--- config.mk ---
export PLATFORM = sky130hd
export DESIGN_NAME = fetch_buffer_flat
export DESIGN_NICKNAME = d
export VERILOG_FILES = /design/src/rtl/fetch_buffer_if.sv /design/src/rtl/fetch_buffer.sv /design/src/flat_wrapper.sv
export SDC_FILE = /design/constraint.sdc
export NUM_CORES = 1
export LEC_CHECK = 0
export CORE_MARGIN = 2
export CORE_UTILIZATION = 59
export DETAILED_ROUTE_END_ITERATION = 12
export HOLD_SLACK_MARGIN = 0.06
export PLACE_DENSITY = 0.85
export SETUP_SLACK_MARGIN = 0.02
export SLEW_MARGIN = 20
export SYNTH_ARGS = -nofsm -noshare
export SYNTH_HDL_FRONTEND = slang
export SYNTH_SLANG_ARGS = --single-unit
--- constraint.sdc ---
create_clock -name clk -period 7.15 [get_ports clk]
set_input_delay 1.7875 -clock clk [delete_from_list [all_inputs] [get_ports clk]]
set_output_delay 1.7875 -clock clk [all_outputs]
set_load 0.02 [all_outputs]
--- src/rtl/fetch_buffer_if.sv ---
// Fetch-return and decode-side handshake bundle for fetch_buffer.
// Parameters must match the fetch_buffer instance that uses the slave modport.
interface fetch_buffer_if #(
    parameter int DEPTH   = 4,
    parameter int PC_W    = 64,
    parameter int INSTR_W = 32
);
    localparam int LW = $clog2(DEPTH + 1);

    logic               fetch_valid;
    logic [PC_W-1:0]    fetch_pc;
    logic [INSTR_W-1:0] fetch_instr;
    logic               flush;
    logic               pc_ready;
    logic               dec_valid;
    logic               dec_ready;
    logic [PC_W-1:0]    dec_pc;
    logic [INSTR_W-1:0] dec_instr;
    logic [LW-1:0]      level;
    logic               overflow;

    modport master (
        output fetch_valid, fetch_pc, fetch_instr, flush, dec_ready,
        input  pc_ready, dec_valid, dec_pc, dec_instr, level, overflow
    );

    modport slave (
        input  fetch_valid, fetch_pc, fetch_instr, flush, dec_ready,
        output pc_ready, dec_valid, dec_pc, dec_instr, level, overflow
    );
endinterface

--- src/rtl/fetch_buffer.sv ---
// Instruction fetch buffer: show-ahead FIFO toward decode, credit-based PC advance
// that reserves a slot for the one outstanding memory read, and redirect squash.
module fetch_buffer #(
    parameter int DEPTH   = 4,
    parameter int PC_W    = 64,
    parameter int INSTR_W = 32
) (
    input logic           clk,
    input logic           reset,
    fetch_buffer_if.slave bus
);
    localparam int AW = $clog2(DEPTH);
    localparam int CW = $clog2(DEPTH + 1);
    localparam logic [CW-1:0] FULL   = CW'(DEPTH);
    localparam logic [CW:0]   FULL_X = (CW + 1)'(DEPTH);

    logic [PC_W-1:0]    pc_mem    [DEPTH];
    logic [INSTR_W-1:0] instr_mem [DEPTH];
    logic [AW-1:0]      wr_ptr;
    logic [AW-1:0]      rd_ptr;
    logic [CW-1:0]      count;
    logic               inflight_q;
    logic               squash_q;
    logic               overflow_q;

    logic               push;
    logic               pop;
    logic               drop;
    logic               dec_valid;
    logic               pc_ready;
    logic               beat_live;
    logic [CW:0]        credits;

    // Pops are deliberately not credited: the PC only advances when the slot
    // is guaranteed even if decode stalls.
    always_comb begin
        credits   = {1'b0, count} + {{CW{1'b0}}, inflight_q};
        pc_ready  = !bus.flush && (credits < FULL_X);
        dec_valid = (count != '0) && !bus.flush;
        pop       = dec_valid && bus.dec_ready;
        beat_live = bus.fetch_valid && !bus.flush && !squash_q;
        push      = beat_live && ((count < FULL) || pop);
        drop      = beat_live && (count == FULL) && !pop;
    end

    assign bus.pc_ready  = pc_ready;
    assign bus.dec_valid = dec_valid;
    assign bus.dec_pc    = (count != '0) ? pc_mem[rd_ptr]    : '0;
    assign bus.dec_instr = (count != '0) ? instr_mem[rd_ptr] : '0;
    assign bus.level     = count;
    assign bus.overflow  = overflow_q;

    always_ff @(posedge clk) begin
        if (push) begin
            pc_mem[wr_ptr]    <= bus.fetch_pc;
            instr_mem[wr_ptr] <= bus.fetch_instr;
        end
    end

    always_ff @(posedge clk) begin
        if (reset) begin
            wr_ptr     <= '0;
            rd_ptr     <= '0;
            count      <= '0;
            inflight_q <= 1'b0;
            squash_q   <= 1'b0;
            overflow_q <= 1'b0;
        end else begin
            inflight_q <= pc_ready;
            squash_q   <= bus.flush;
            if (drop) overflow_q <= 1'b1;
            if (bus.flush) begin
                wr_ptr <= '0;
                rd_ptr <= '0;
                count  <= '0;
            end else begin
                if (push) wr_ptr <= wr_ptr + AW'(1);
                if (pop)  rd_ptr <= rd_ptr + AW'(1);
                case ({push, pop})
                    2'b10:   count <= count + CW'(1);
                    2'b01:   count <= count - CW'(1);
                    default: count <= count;
                endcase
            end
        end
    end
endmodule
--- src/flat_wrapper.sv ---
// flat-port wrapper written by rule: the top's interface ports become plain ports
module fetch_buffer_flat 
#(
    parameter int DEPTH   = 4,
    parameter int PC_W    = 64,
    parameter int INSTR_W = 32
)
  (clk, reset, bus_fetch_valid, bus_fetch_pc, bus_fetch_instr, bus_flush, bus_dec_ready, bus_pc_ready, bus_dec_valid, bus_dec_pc, bus_dec_instr, bus_level, bus_overflow);
  fetch_buffer_if #(.DEPTH(DEPTH), .PC_W(PC_W), .INSTR_W(INSTR_W)) bus_i ();
  input logic clk;
  input logic reset;
  input wire logic [$bits(bus_i.fetch_valid)-1:0] bus_fetch_valid;
  input wire logic [$bits(bus_i.fetch_pc)-1:0] bus_fetch_pc;
  input wire logic [$bits(bus_i.fetch_instr)-1:0] bus_fetch_instr;
  input wire logic [$bits(bus_i.flush)-1:0] bus_flush;
  input wire logic [$bits(bus_i.dec_ready)-1:0] bus_dec_ready;
  output wire logic [$bits(bus_i.pc_ready)-1:0] bus_pc_ready;
  output wire logic [$bits(bus_i.dec_valid)-1:0] bus_dec_valid;
  output wire logic [$bits(bus_i.dec_pc)-1:0] bus_dec_pc;
  output wire logic [$bits(bus_i.dec_instr)-1:0] bus_dec_instr;
  output wire logic [$bits(bus_i.level)-1:0] bus_level;
  output wire logic [$bits(bus_i.overflow)-1:0] bus_overflow;
  assign bus_i.fetch_valid = bus_fetch_valid;
  assign bus_i.fetch_pc = bus_fetch_pc;
  assign bus_i.fetch_instr = bus_fetch_instr;
  assign bus_i.flush = bus_flush;
  assign bus_i.dec_ready = bus_dec_ready;
  assign bus_pc_ready = bus_i.pc_ready;
  assign bus_dec_valid = bus_i.dec_valid;
  assign bus_dec_pc = bus_i.dec_pc;
  assign bus_dec_instr = bus_i.dec_instr;
  assign bus_level = bus_i.level;
  assign bus_overflow = bus_i.overflow;
  fetch_buffer #(.DEPTH(DEPTH), .PC_W(PC_W), .INSTR_W(INSTR_W)) u_core (.clk(clk), .reset(reset), .bus(bus_i));
endmodule
Word-level counts from Yosys, hierarchy flattened
Memories as Yosys holds them, arrays and structs flattened. A register that Yosys moved wholly into a read port is not among the register bits. Cells that the tools add are included.

Add/sub/neg operators: 5. Order comparisons: 2. Equality and inequality tests: 3. Mux-type cells: 9. Reductions and logical operators: 15.

Operator list (number): 64-bit 2-to-1 mux (1); 32-bit 2-to-1 mux (1); 1-bit logical AND (8); 2-bit 2-to-1 mux (4); 3-bit case mux with 2 select lines (1); 2-bit by 1-bit adder with 2-bit output (second input constant) (2); 3-bit by 1-bit adder with 4-bit output (1); 4-bit by 3-bit less-than comparator with 1-bit output (second input constant) (1); 3-bit by 1-bit adder with 3-bit output (second input constant) (1); 3-bit == test (second input constant) (1); 1-bit logical NOT (3); 3-bit less-than comparator (second input constant) (1); 3-bit nonzero test (1); 3-bit by 1-bit subtractor with 3-bit output (second input constant) (1); 2-bit by 1-bit == test with 1-bit output (second input constant) (1); 2-bit == test (second input constant) (1); 1-bit 2-to-1 mux (2); 2-bit nonzero test (1); 2-bit OR reduction (1); 1-bit logical OR (1).

Register bits after elaboration: 10. RAM bits: 384. Bits of input ports: 101. Output and inout bits: 102. Word-level logic and storage cells: 42. Memories kept: 2.

Memory list: u_core.pc_mem (words 4, width 64, read ports 1, clocked after memory_dff 1, write ports 1, line fetch_buffer.sv:17) `logic [PC_W-1:0] pc_mem [DEPTH];`; u_core.instr_mem (words 4, width 32, read ports 1, clocked after memory_dff 1, write ports 1, line fetch_buffer.sv:18) `logic [INSTR_W-1:0] instr_mem [DEPTH];`.

Depth between registers and ports, before layout
Gate-level depths: netlist of run 1.

Word-level depth: 7. Mapped depth: 9. Gate-level depth less buffers: 9.

Worst setup path after synthesis of run 1
Ideal clock, no wire load.

Path kind: input to register. Start point: input port bus_flush. End point: memory u_core.instr_mem[0][0], enable pin. Library setup time: 0.466 ns. Arrival time: 4.704 ns. Required time: 6.684 ns. Slack: 1.981 ns. Stages: 3. Buffers on the path: 0. Cell sequence: or3b_2 nor2_1 and2_1.

Cells in the longest elaborated chain, start to end: 7. Elaborated cells on any way between the ends: 9. Classes of those cells: mux (2); reduce/logical (7).

RTL lines: start: declaration (line flat_wrapper.sv:15) `input wire logic [$bits(bus_i.flush)-1:0] bus_flush;`; 1-bit logical NOT * (line fetch_buffer.sv:39, fetch_buffer.sv:41); 1-bit logical AND (line fetch_buffer.sv:39) `dec_valid = (count != '0) && !bus.flush;`; 1-bit logical AND (line fetch_buffer.sv:40) `pop = dec_valid && bus.dec_ready;`; 1-bit logical OR (line fetch_buffer.sv:42) `push = beat_live && ((count < FULL) || pop);`; 1-bit logical AND * (line fetch_buffer.sv:42); 1-bit 2-to-1 mux * (line fetch_buffer.sv:54) `if (push) begin`; 1-bit 2-to-1 mux (implied by the code) * (line fetch_buffer.sv:56) `instr_mem[wr_ptr] <= bus.fetch_instr;`; end: declaration (line fetch_buffer.sv:18).

Mark *: on every way between the ends. The rest lies on a longest branch, timed or not.

Final worst setup path of run 1
Start point: input port bus_flush. End point: output port bus_pc_ready.

Cells in the longest elaborated chain, start to end: 2.

RTL lines: 1-bit logical NOT (line fetch_buffer.sv:38) `pc_ready = !bus.flush && (credits < FULL_X);`; 1-bit logical AND (line fetch_buffer.sv:38); end: declaration (line flat_wrapper.sv:17) `output wire logic [$bits(bus_i.pc_ready)-1:0] bus_pc_ready;`.

No other way between the ends.

==> out/metrics.cfg, run 1 <==
[outcome]
run_status = completed

[worst_setup_path]
path_max_fanout = 7
crit_arrival_ns = 3.34
ff2ff_setup_slack_ns = 4.49
critPathLaunchType = input port
crit_path_end_kind = primary output
critPathKind = in2out
crit_start = bus_flush
r2r-start = u_core.squash_q
cp.required_ns = 5.36

[yosys]
synth_compound_area_frac = 0.00465
yosysSeqAreaShare = 0.780
synth_commonest_cells = edfxtp_1 (384), mux4_2 (96), nor2b_1 (91)
synth.most_common_cell = edfxtp_1
syn_inst = 674
yosysWarnings = 0
synth_top_family_by_area = multiplexers
ys_top_cells_by_area = edfxtp_1 (76%), mux4_2 (14%), nor2b_1 (3.8%), dfxtp_1 (1.6%), buf_6 (0.45%)
synth_top_area_cell = edfxtp_1
muxShareOfSynthArea = 0.143
synth.net_count = 781
synth-seq-cells = 396
synth_area_mm2 = 0.0151
avgSynthCellArea_um2 = 22.4
synth_xor_area_frac = 0.00174
synth-edff-count = 384
yosysUniqueCellTypes = 26
synth_fa_ha_area_frac = 0.00547
synth_top_cell_area_share = 0.764
synth-simple-area-share = 0.0507
ys_async_sr_fraction = 0
synth-main-ff-cell = edfxtp_1

[sta]
hold_viol = 0
slew-limit-headroom = 0.296
slew_violations = 0
worst_pin_slew_ns = 1.06
hold_slack_ns = 0.488
finalSetupViolations = 0
rsz0062_at_grt = false
max_freq_mhz = 195
finalSetupTns_ns = 0
setup_ws_ns = 2.02
fin_crit_sh = 0.718
finClkSkew_ns = 0.0226
min_period_ns = 5.13

[clock_tree]
cts_buffer_depth = 3
cts.htree.levels = 2
ctsHoldBuffers = 0
cts_root_buf = clkbuf_16
cts_buffers = 39
cts_tree = done
clk_latency_ns = 0.53
ctsResizeCount = 0
cts.sinks = 396
cts_setup_buffers = 0
clk_pin_slew_ns = 0.06

[die]
die-area_mm2 = 0.0269
start_util = 0.601
rows = 58
die_x_um = 164
fp.dieH_um = 164
pin_count = 203
core_region_area_mm2 = 0.0251

[finish]
utilization = 0.743
stdcell_area_mm2 = 0.0187
drive_gt1_frac = 0.185
area_growth_pct = 23.7
final_nets = 1003
num-fill-cells = 1462

[placed_design]
numPortBuffers = 202
place_area_mm2 = 0.0175
dp_hpwl_mm = 17.3
place.gp.congestion = 0.732
pre_cts_slack_ns = 2.04

[global_route]
grt_pass1_wl_mm = 45.0
grt_max_degree = 71
track_usage = 0.228
grt_pass1_vias = 7688
grt_antenna_before_repair = 2
globalRoute.totalOverflow = 0

[detailed_routing]
ant_nets = 0
route.final.wire_length_mm = 29.6
drt-pass1-iter-count = 5
drc = 0
wl_per_cell_um = 23.5
viasPerCell = 5.70
num_vias = 7161
drt_iter0_drc = 546

[power]
peakVddDrop_mv = 0.189
leakagePower_nw = 5.78
power_density_mw_per_mm2 = 253

[worst_hold_path]
min_path_type = reg2reg
min-delay-start = u_core.bus.overflow

[flow_run]
cap_violations = 0

area by class of cell:
cell class                 instances  area (um2)  area share
antenna                            1        2.50    0.000134
sequential                       396       11800       0.631
timing repair buffer             214        2120       0.114
inverter                           6        22.5     0.00121
clock buffer                      49        1010      0.0543
multi-input combinational        239        3120       0.167
clock inverter                    22         189      0.0101
tap                              330         413      0.0221
path summary, 6_finish.rpt:
kind / end / depth (start not counted)
hold / removal: u_core.bus.overflow / 2
setup / recovery: bus_pc_ready / 3
setup reg to reg: u_core.pc_mem[1][0] / 4
hold reg to reg: u_core.bus.overflow / 2
cells by family after synthesis:
logic type / after synthesis
XOR/XNOR: 3
AO/OA/AOI/OAI: 12
adder cells (fa/ha/maj): 6
AND/OR/NAND/NOR: 122
flip-flops: 396
multiplexers: 96
buffers and inverters: 39
registers in the layout (all words and copies together), names as in the netlist, named ones only:
signal and cells:
u_core.bus.level 3, u_core.pc_mem 256, u_core.inflight_q 1, u_core.instr_mem 128, u_core.squash_q 1, u_core.bus.overflow 1
u_core.wr_ptr 2, u_core.rd_ptr 2
power breakdown:
group / total [mW] / internal (mW) / switching (mW)
combinational: 0.212 / 0.113 / 0.0996
clock: 1.93 / 1.12 / 0.809
sequential: 2.58 / 2.58 / 0.00950
total: 4.72 / 3.81 / 0.918
placed cells by master (no fill, tap or decap):
cell             instances
or2_2                    1
clkinvlp_4               1
nand2_1                  1
o21ai_0                  4
nor3b_1                  1
inv_1                    6
nor2b_1                 91
a311oi_1                 1
a21oi_1                  5
or3_1                    3
ha_1                     5
clkbuf_16               39
nor2_1                   9
nor3_4                   1
clkdlybuf4s50_1        202
bufinv_16                3
buf_12                   1
or3b_2                   2
nand2b_1                 1
xor2_1                   3
clkbuf_1                10
buf_4                   11
dfxtp_4                  2
clkinv_2                 7
dfxtp_1                 10
and2_4                   4
diode_2                  1
mux4_2                  96
a41oi_1                  1
fa_1                     1
inv_6                    3
and2b_1                  8
clkinv_1                 8
o31ai_1                  1
edfxtp_1               384
critical path, stage by stage:
cell and delay (ns):
clkdlybuf4s50_1 0.51, a311oi_1 0.37, clkdlybuf4s50_1 0.67
metrics by stage:
step / cells / total power [mW]
after floorplan: 674 / 2.72
after global placement: 1185 / 2.84
after detailed placement: 1185 / 2.85
after CTS: 1256 / 4.76
after global routing: 1257 / 4.87
final: 1257 / 4.72
per-layer routing:
layer / up-vias / wire length, um / share of wire / track usage
met1: 3682 / 11400 / 0.39 / 0.296
li1: 3187 / - / - / -
met5: - / 13 / 0.00044 / 0
met2: 246 / 15600 / 0.53 / 0.393
met4: 2 / 514 / 0.017 / 0.0578
met3: 44 / 2010 / 0.068 / 0.0558
Note: power is estimated with default switching activity, not from simulation.
==> run 2: changes to the inputs <==
--- a/config.mk
+++ b/config.mk
@@ -6,10 +6,10 @@
 export NUM_CORES = 1
 export LEC_CHECK = 0
 export CORE_MARGIN = 2
-export CORE_UTILIZATION = 59
+export CORE_UTILIZATION = 49
 export DETAILED_ROUTE_END_ITERATION = 12
 export HOLD_SLACK_MARGIN = 0.06
-export PLACE_DENSITY = 0.85
+export PLACE_DENSITY = 0.75
 export SETUP_SLACK_MARGIN = 0.02
 export SLEW_MARGIN = 20
 export SYNTH_ARGS = -nofsm -noshare
==> constraint.sdc (replaced) <==
create_clock -name clk -period 4.7 [get_ports clk]
set_input_delay 1.175 -clock clk [delete_from_list [all_inputs] [get_ports clk]]
set_output_delay 1.175 -clock clk [all_outputs]
set_load 0.02 [all_outputs]
==> out/metrics.cfg, run 2 (synthesis results as in run 1) <==
[worst_setup_path]
critPathKind = reg2out
crit_path_end_kind = primary output
cp.required_ns = 3.52  ; -1.84 ns
path_max_fanout = 43  ; +36
critPathLaunchType = flop
ff2ff_setup_slack_ns = 2.29  ; -2.20 ns
timing.rr.end = u_core.bus.level[2]
worstRegToRegCells = 9  ; +5
crit_arrival_ns = 2.76  ; -0.58 ns
r2r-start = u_core.bus.level[2]

[die]
pin_count = 203  ; unchanged
core_region_area_mm2 = 0.0304  ; +21%
rows = 64  ; +10%
die-area_mm2 = 0.0322  ; +20%
die_x_um = 179  ; +9.5%
fp.dieH_um = 179  ; +9.5%
start_util = 0.496  ; -0.105

[clock_tree]
ctsResizeCount = 0  ; unchanged
cts_setup_buffers = 0  ; unchanged
cts.sinks = 396  ; unchanged
cts_buffers = 39  ; unchanged
cts_buffer_depth = 3  ; unchanged
cts_root_buf = clkbuf_16
cts_tree = done
clk_pin_slew_ns = 0.06  ; about the same
ctsHoldBuffers = 0  ; unchanged
cts.htree.levels = 2  ; unchanged
clk_latency_ns = 0.51  ; -0.02 ns

[worst_hold_path]
min-delay-start = u_core.bus.overflow
min_path_cells = 2  ; unchanged
min_path_type = reg2reg
hold_path_end = u_core.bus.overflow

[sta]
max_freq_mhz = 254
hold_viol = 0  ; unchanged
fin_crit_sh = 0.837
worst_pin_slew_ns = 0.561  ; -0.494 ns
finalSetupViolations = 0  ; unchanged
hold_slack_ns = 0.483  ; -0.00504 ns
slew-limit-headroom = 0.626  ; +0.329
setup_ws_ns = 0.768  ; -1.25 ns
finClkSkew_ns = 0.0102  ; -0.0124 ns
slew_violations = 0  ; unchanged
min_period_ns = 3.93
finalSetupTns_ns = 0  ; unchanged
rsz0062_at_grt = false

[power]
totalPowerFinal_mw = 7.20  ; +52%
switchingPower_mw = 1.36  ; +48%
clkPwrFrac = 0.409  ; about the same
switching_share = 0.189  ; -0.00577
power.internal_mw = 5.84  ; +54%
p_seq_frac = 0.545  ; -0.002
leakagePower_nw = 5.87  ; +1.7%
power_density_mw_per_mm2 = 380  ; +50%
peakVddDrop_mv = 0.338  ; +79%
power_frac_comb = 0.045  ; about the same

[detailed_routing]
drt_iter0_drc = 510  ; -6.6%
viasPerCell = 5.31  ; -6.8%
drc = 0  ; unchanged
ant_nets = 0  ; unchanged
wl_per_cell_um = 21.4  ; -9.1%
num_vias = 7067  ; -1.3%
drt-pass1-iter-count = 6  ; +1
route.final.wire_length_mm = 28.4  ; -3.8%

[finish]
final_common_cell = edfxtp_1
layout_common_cells = edfxtp_1 (384), clkdlybuf4s50_1 (202), mux4_2 (96)
layout.cells.non_filler = 1331  ; +5.9%
area_growth_pct = 25.8
regMostFlops = u_core.pc_mem
drive_gt1_frac = 0.190  ; +0.00484
final_nets = 1014  ; +1.1%
num-fill-cells = 2112  ; +44%
largest_reg_flops = 256  ; unchanged

[placed_design]
dp.cells = 1262  ; +6.5%
numPortBuffers = 202  ; unchanged
place.gp.congestion = 0.751  ; +2.5%
pre_cts_slack_ns = 0.816  ; -1.23 ns
dp_hpwl_mm = 17.6  ; +1.8%

[global_route]
grt_max_degree = 67  ; -5.6%
track_usage = 0.178  ; -0.0502
globalRoute.totalOverflow = 0  ; unchanged
grt_pass1_wl_mm = 44.1  ; -1.8%
grt_pass1_vias = 7644  ; -0.57%
grt_antenna_before_repair = 1  ; -1

[flow_run]
cap_violations = 0  ; unchanged

[outcome]
run_status = completed

[run 2: stage by stage]
step	utilization	cell area, um2
after floorplan	-	15100
after global placement	0.584	17800
after detailed placement	0.584	17800
after CTS	0.623	19000
after global routing	0.623	19000
final	0.623	19000
[run 2: critical path, cell delays in order (launching register included)]
cell and delay (ns):
dfxtp_4 0.56, buf_12 0.38, mux4_2 0.55, nor2b_1 0.15
clkdlybuf4s50_1 0.60
[run 2: power by group through the flow]
stage | Clock (mW) | Combinational, mW | Sequential [mW]
floorplan | 0 | 0.130 | 4.01
global placement | 0 | 0.325 | 4.00
detailed placement | 0 | 0.331 | 4.00
CTS | 3.02 | 0.333 | 3.93
global route | 3.16 | 0.352 | 3.93
finish | 2.95 | 0.327 | 3.93
[run 2: cell type report]
class | count | area (um2) | area share
clock inverter | 17 | 148 | 0.00778
timing repair buffer | 225 | 2340 | 0.124
sequential | 396 | 11800 | 0.621
antenna | 1 | 2.50 | 0.000132
tap | 396 | 495 | 0.0261
multi-input combinational | 239 | 3120 | 0.164
clock buffer | 51 | 1060 | 0.0561
inverter | 6 | 22.5 | 0.00119
[run 2: worst max-delay path by stage]
stage / endpoint / slack [ns] / cells past startpoint
global route: bus_dec_pc[14] / 0.60 / 4
floorplan: u_core.instr_mem[0][0] / 0.14 / 3
finish: bus_dec_pc[32] / 0.77 / 4
detailed placement: bus_pc_ready / 0.82 / 3
global placement: bus_pc_ready / 0.87 / 3
CTS: bus_dec_pc[32] / 0.67 / 4
[run 2: layer usage]
layer  wire (um)  track usage  up-vias
li1            -            -     3208
met1       11300        0.222     3621
met2       14900        0.312      208
met3        1860       0.0502       30
met4         385       0.0348        0
met5           0            0        -
==> run 3: changes to the inputs <==
--- a/config.mk
+++ b/config.mk
@@ -6,10 +6,10 @@
 export NUM_CORES = 1
 export LEC_CHECK = 0
 export CORE_MARGIN = 2
-export CORE_UTILIZATION = 49
+export CORE_UTILIZATION = 55
 export DETAILED_ROUTE_END_ITERATION = 12
 export HOLD_SLACK_MARGIN = 0.06
-export PLACE_DENSITY = 0.75
+export PLACE_DENSITY = 0.8
 export SETUP_SLACK_MARGIN = 0.02
 export SLEW_MARGIN = 20
 export SYNTH_ARGS = -nofsm -noshare
==> constraint.sdc (replaced) <==
create_clock -name clk -period 3.9 [get_ports clk]
set_input_delay 0.975 -clock clk [delete_from_list [all_inputs] [get_ports clk]]
set_output_delay 0.975 -clock clk [all_outputs]
set_load 0.02 [all_outputs]
==> out/metrics.cfg, run 3 (synthesis results as in run 1) <==
[power]
leakagePower_nw = 5.90  ; +0.40%
peakVddDrop_mv = 0.401  ; +19%
power_density_mw_per_mm2 = 459  ; +21%

[placed_design]
numPortBuffers = 202  ; unchanged
place.gp.congestion = 0.759  ; +1.2%
dp_hpwl_mm = 17.2  ; -2.4%
dp.cells = 1208  ; -4.3%

[finish]
layout.cells.non_filler = 1280  ; -3.8%
final_common_cell = edfxtp_1
largest_reg_flops = 256  ; unchanged
layout_common_cells = edfxtp_1 (384), clkdlybuf4s50_1 (202), mux4_2 (96)
drive_gt1_frac = 0.193  ; +0.00366
num-fill-cells = 1632  ; -23%
regMostFlops = u_core.pc_mem
area_growth_pct = 25.7  ; about the same
final_nets = 1015  ; +0.099%

[worst_setup_path]
path_max_fanout = 34  ; -21%
crit_arrival_ns = 2.73  ; -0.03 ns
critPathLaunchType = flop
cp.required_ns = 2.92  ; -0.60 ns
critPathKind = reg2out
crit_path_end_kind = primary output

[die]
fp.dieH_um = 170  ; -5.5%
core_region_area_mm2 = 0.0270  ; -11%
die-area_mm2 = 0.0288  ; -11%
pin_count = 203  ; unchanged
start_util = 0.560  ; +0.0640
die_x_um = 170  ; -5.5%
rows = 60  ; -6.3%

[sta]
worst_pin_slew_ns = 0.569  ; +0.00715 ns
finalSetupViolations = 0  ; unchanged
slew-limit-headroom = 0.621  ; -0.00476
slew_violations = 0  ; unchanged
finalSetupTns_ns = 0  ; unchanged
rsz0062_at_grt = false
fin_crit_sh = 0.949
finClkSkew_ns = 0.0172  ; +0.00698 ns
hold_viol = 0  ; unchanged
max_freq_mhz = 270
min_period_ns = 3.70

[clock_tree]
cts.htree.levels = 2  ; unchanged
clk_latency_ns = 0.52  ; about the same
cts_setup_buffers = 0  ; unchanged
ctsResizeCount = 0  ; unchanged
cts_buffer_depth = 3  ; unchanged
ctsHoldBuffers = 0  ; unchanged
cts_buffers = 39  ; unchanged
clk_pin_slew_ns = 0.06  ; about the same
cts_tree = done
cts.sinks = 396  ; unchanged
cts_root_buf = clkbuf_16

[detailed_routing]
drc = 0  ; unchanged
viasPerCell = 5.64  ; +6.1%
route.final.wire_length_mm = 28.0  ; -1.5%
num_vias = 7213  ; +2.1%
drt-pass1-iter-count = 4  ; -2
ant_nets = 0  ; unchanged
wl_per_cell_um = 21.9  ; +2.4%
drt_iter0_drc = 550  ; +7.8%

[flow_run]
cap_violations = 0  ; unchanged

[outcome]
run_status = completed

[global_route]
globalRoute.totalOverflow = 0  ; unchanged
grt_pass1_vias = 7579  ; -0.85%
grt_max_degree = 56  ; -16%
track_usage = 0.199  ; +0.0218
grt_antenna_before_repair = 3  ; +2
grt_pass1_wl_mm = 43.3  ; -2.0%

[worst_hold_path]
min_path_type = reg2reg

run 3: changes by cell type in the layout (fill, tap and decap cells not counted), sizes merged:
cell / change
clkbuf: -3
inv: +3
buf: +1
bufinv: +1
clkinv: +1
diode: +1
run 3: report_power, final:
part	total (mW)	internal [mW]	switching (mW)	leakage, nW
registers	4.74	4.72	0.0145	3.58
logic	0.396	0.214	0.182	1.72
clock network	3.57	2.11	1.46	0.597
total	8.70	7.04	1.66	5.90
run 3: area by class of cell:
| type | instances | area [um2] | share of cell area |
|---|---|---|---|
| Inverter | 6 | 22.5 | 0.00119 |
| Antenna cell | 2 | 5.00 | 0.000264 |
| Multi-Input combinational cell | 239 | 3120 | 0.164 |
| Tap cell | 341 | 427 | 0.0225 |
| Clock inverter | 22 | 213 | 0.0112 |
| Timing Repair Buffer | 226 | 2390 | 0.126 |
| Clock buffer | 48 | 1010 | 0.0533 |
| Sequential cell | 396 | 11800 | 0.621 |
run 3: stage by stage:
step           hold WS (ns)  power (mW)  worst slack, ns  cell area (um2)  utilization
6_report              0.486        8.70            0.198            19000        0.704
5_1_grt               0.528        8.96           0.0582            19000        0.704
4_1_cts               0.492        8.77            0.131            19000        0.703
3_5_place_dp          0.483        5.22            0.438            17700        0.658
3_3_place_gp          0.460        5.21            0.491            17700        0.658
2_1_floorplan         0.459        4.98            0.605            15100            -
run 3: layer usage:
layer | up-vias | wire length [um] | global-route usage
met3 | 51 | 1630 | 0.0401
met1 | 3716 | 11500 | 0.267
li1 | 3219 | - | -
met4 | 0 | 615 | 0.0617
met2 | 227 | 14200 | 0.336
met5 | - | 0 | 0
run 3: final timing paths:
kind,from,endpoint,slack [ns],cells after the start
max,flop,bus_dec_pc[33],0.20,4
min,u_core.rd_ptr[1],flop,0.49,2
max reg2reg,u_core.bus.level[2],u_core.bus.level[2],1.56,9
min reg2reg,u_core.rd_ptr[1],flop,0.49,2
run 3: critical path, stage by stage, from the launching register on:
cell	delay (ns)
dfxtp_4	0.71
buf_4	0.34
mux4_2	0.23
nor2b_1	0.26
clkdlybuf4s50_1	0.66
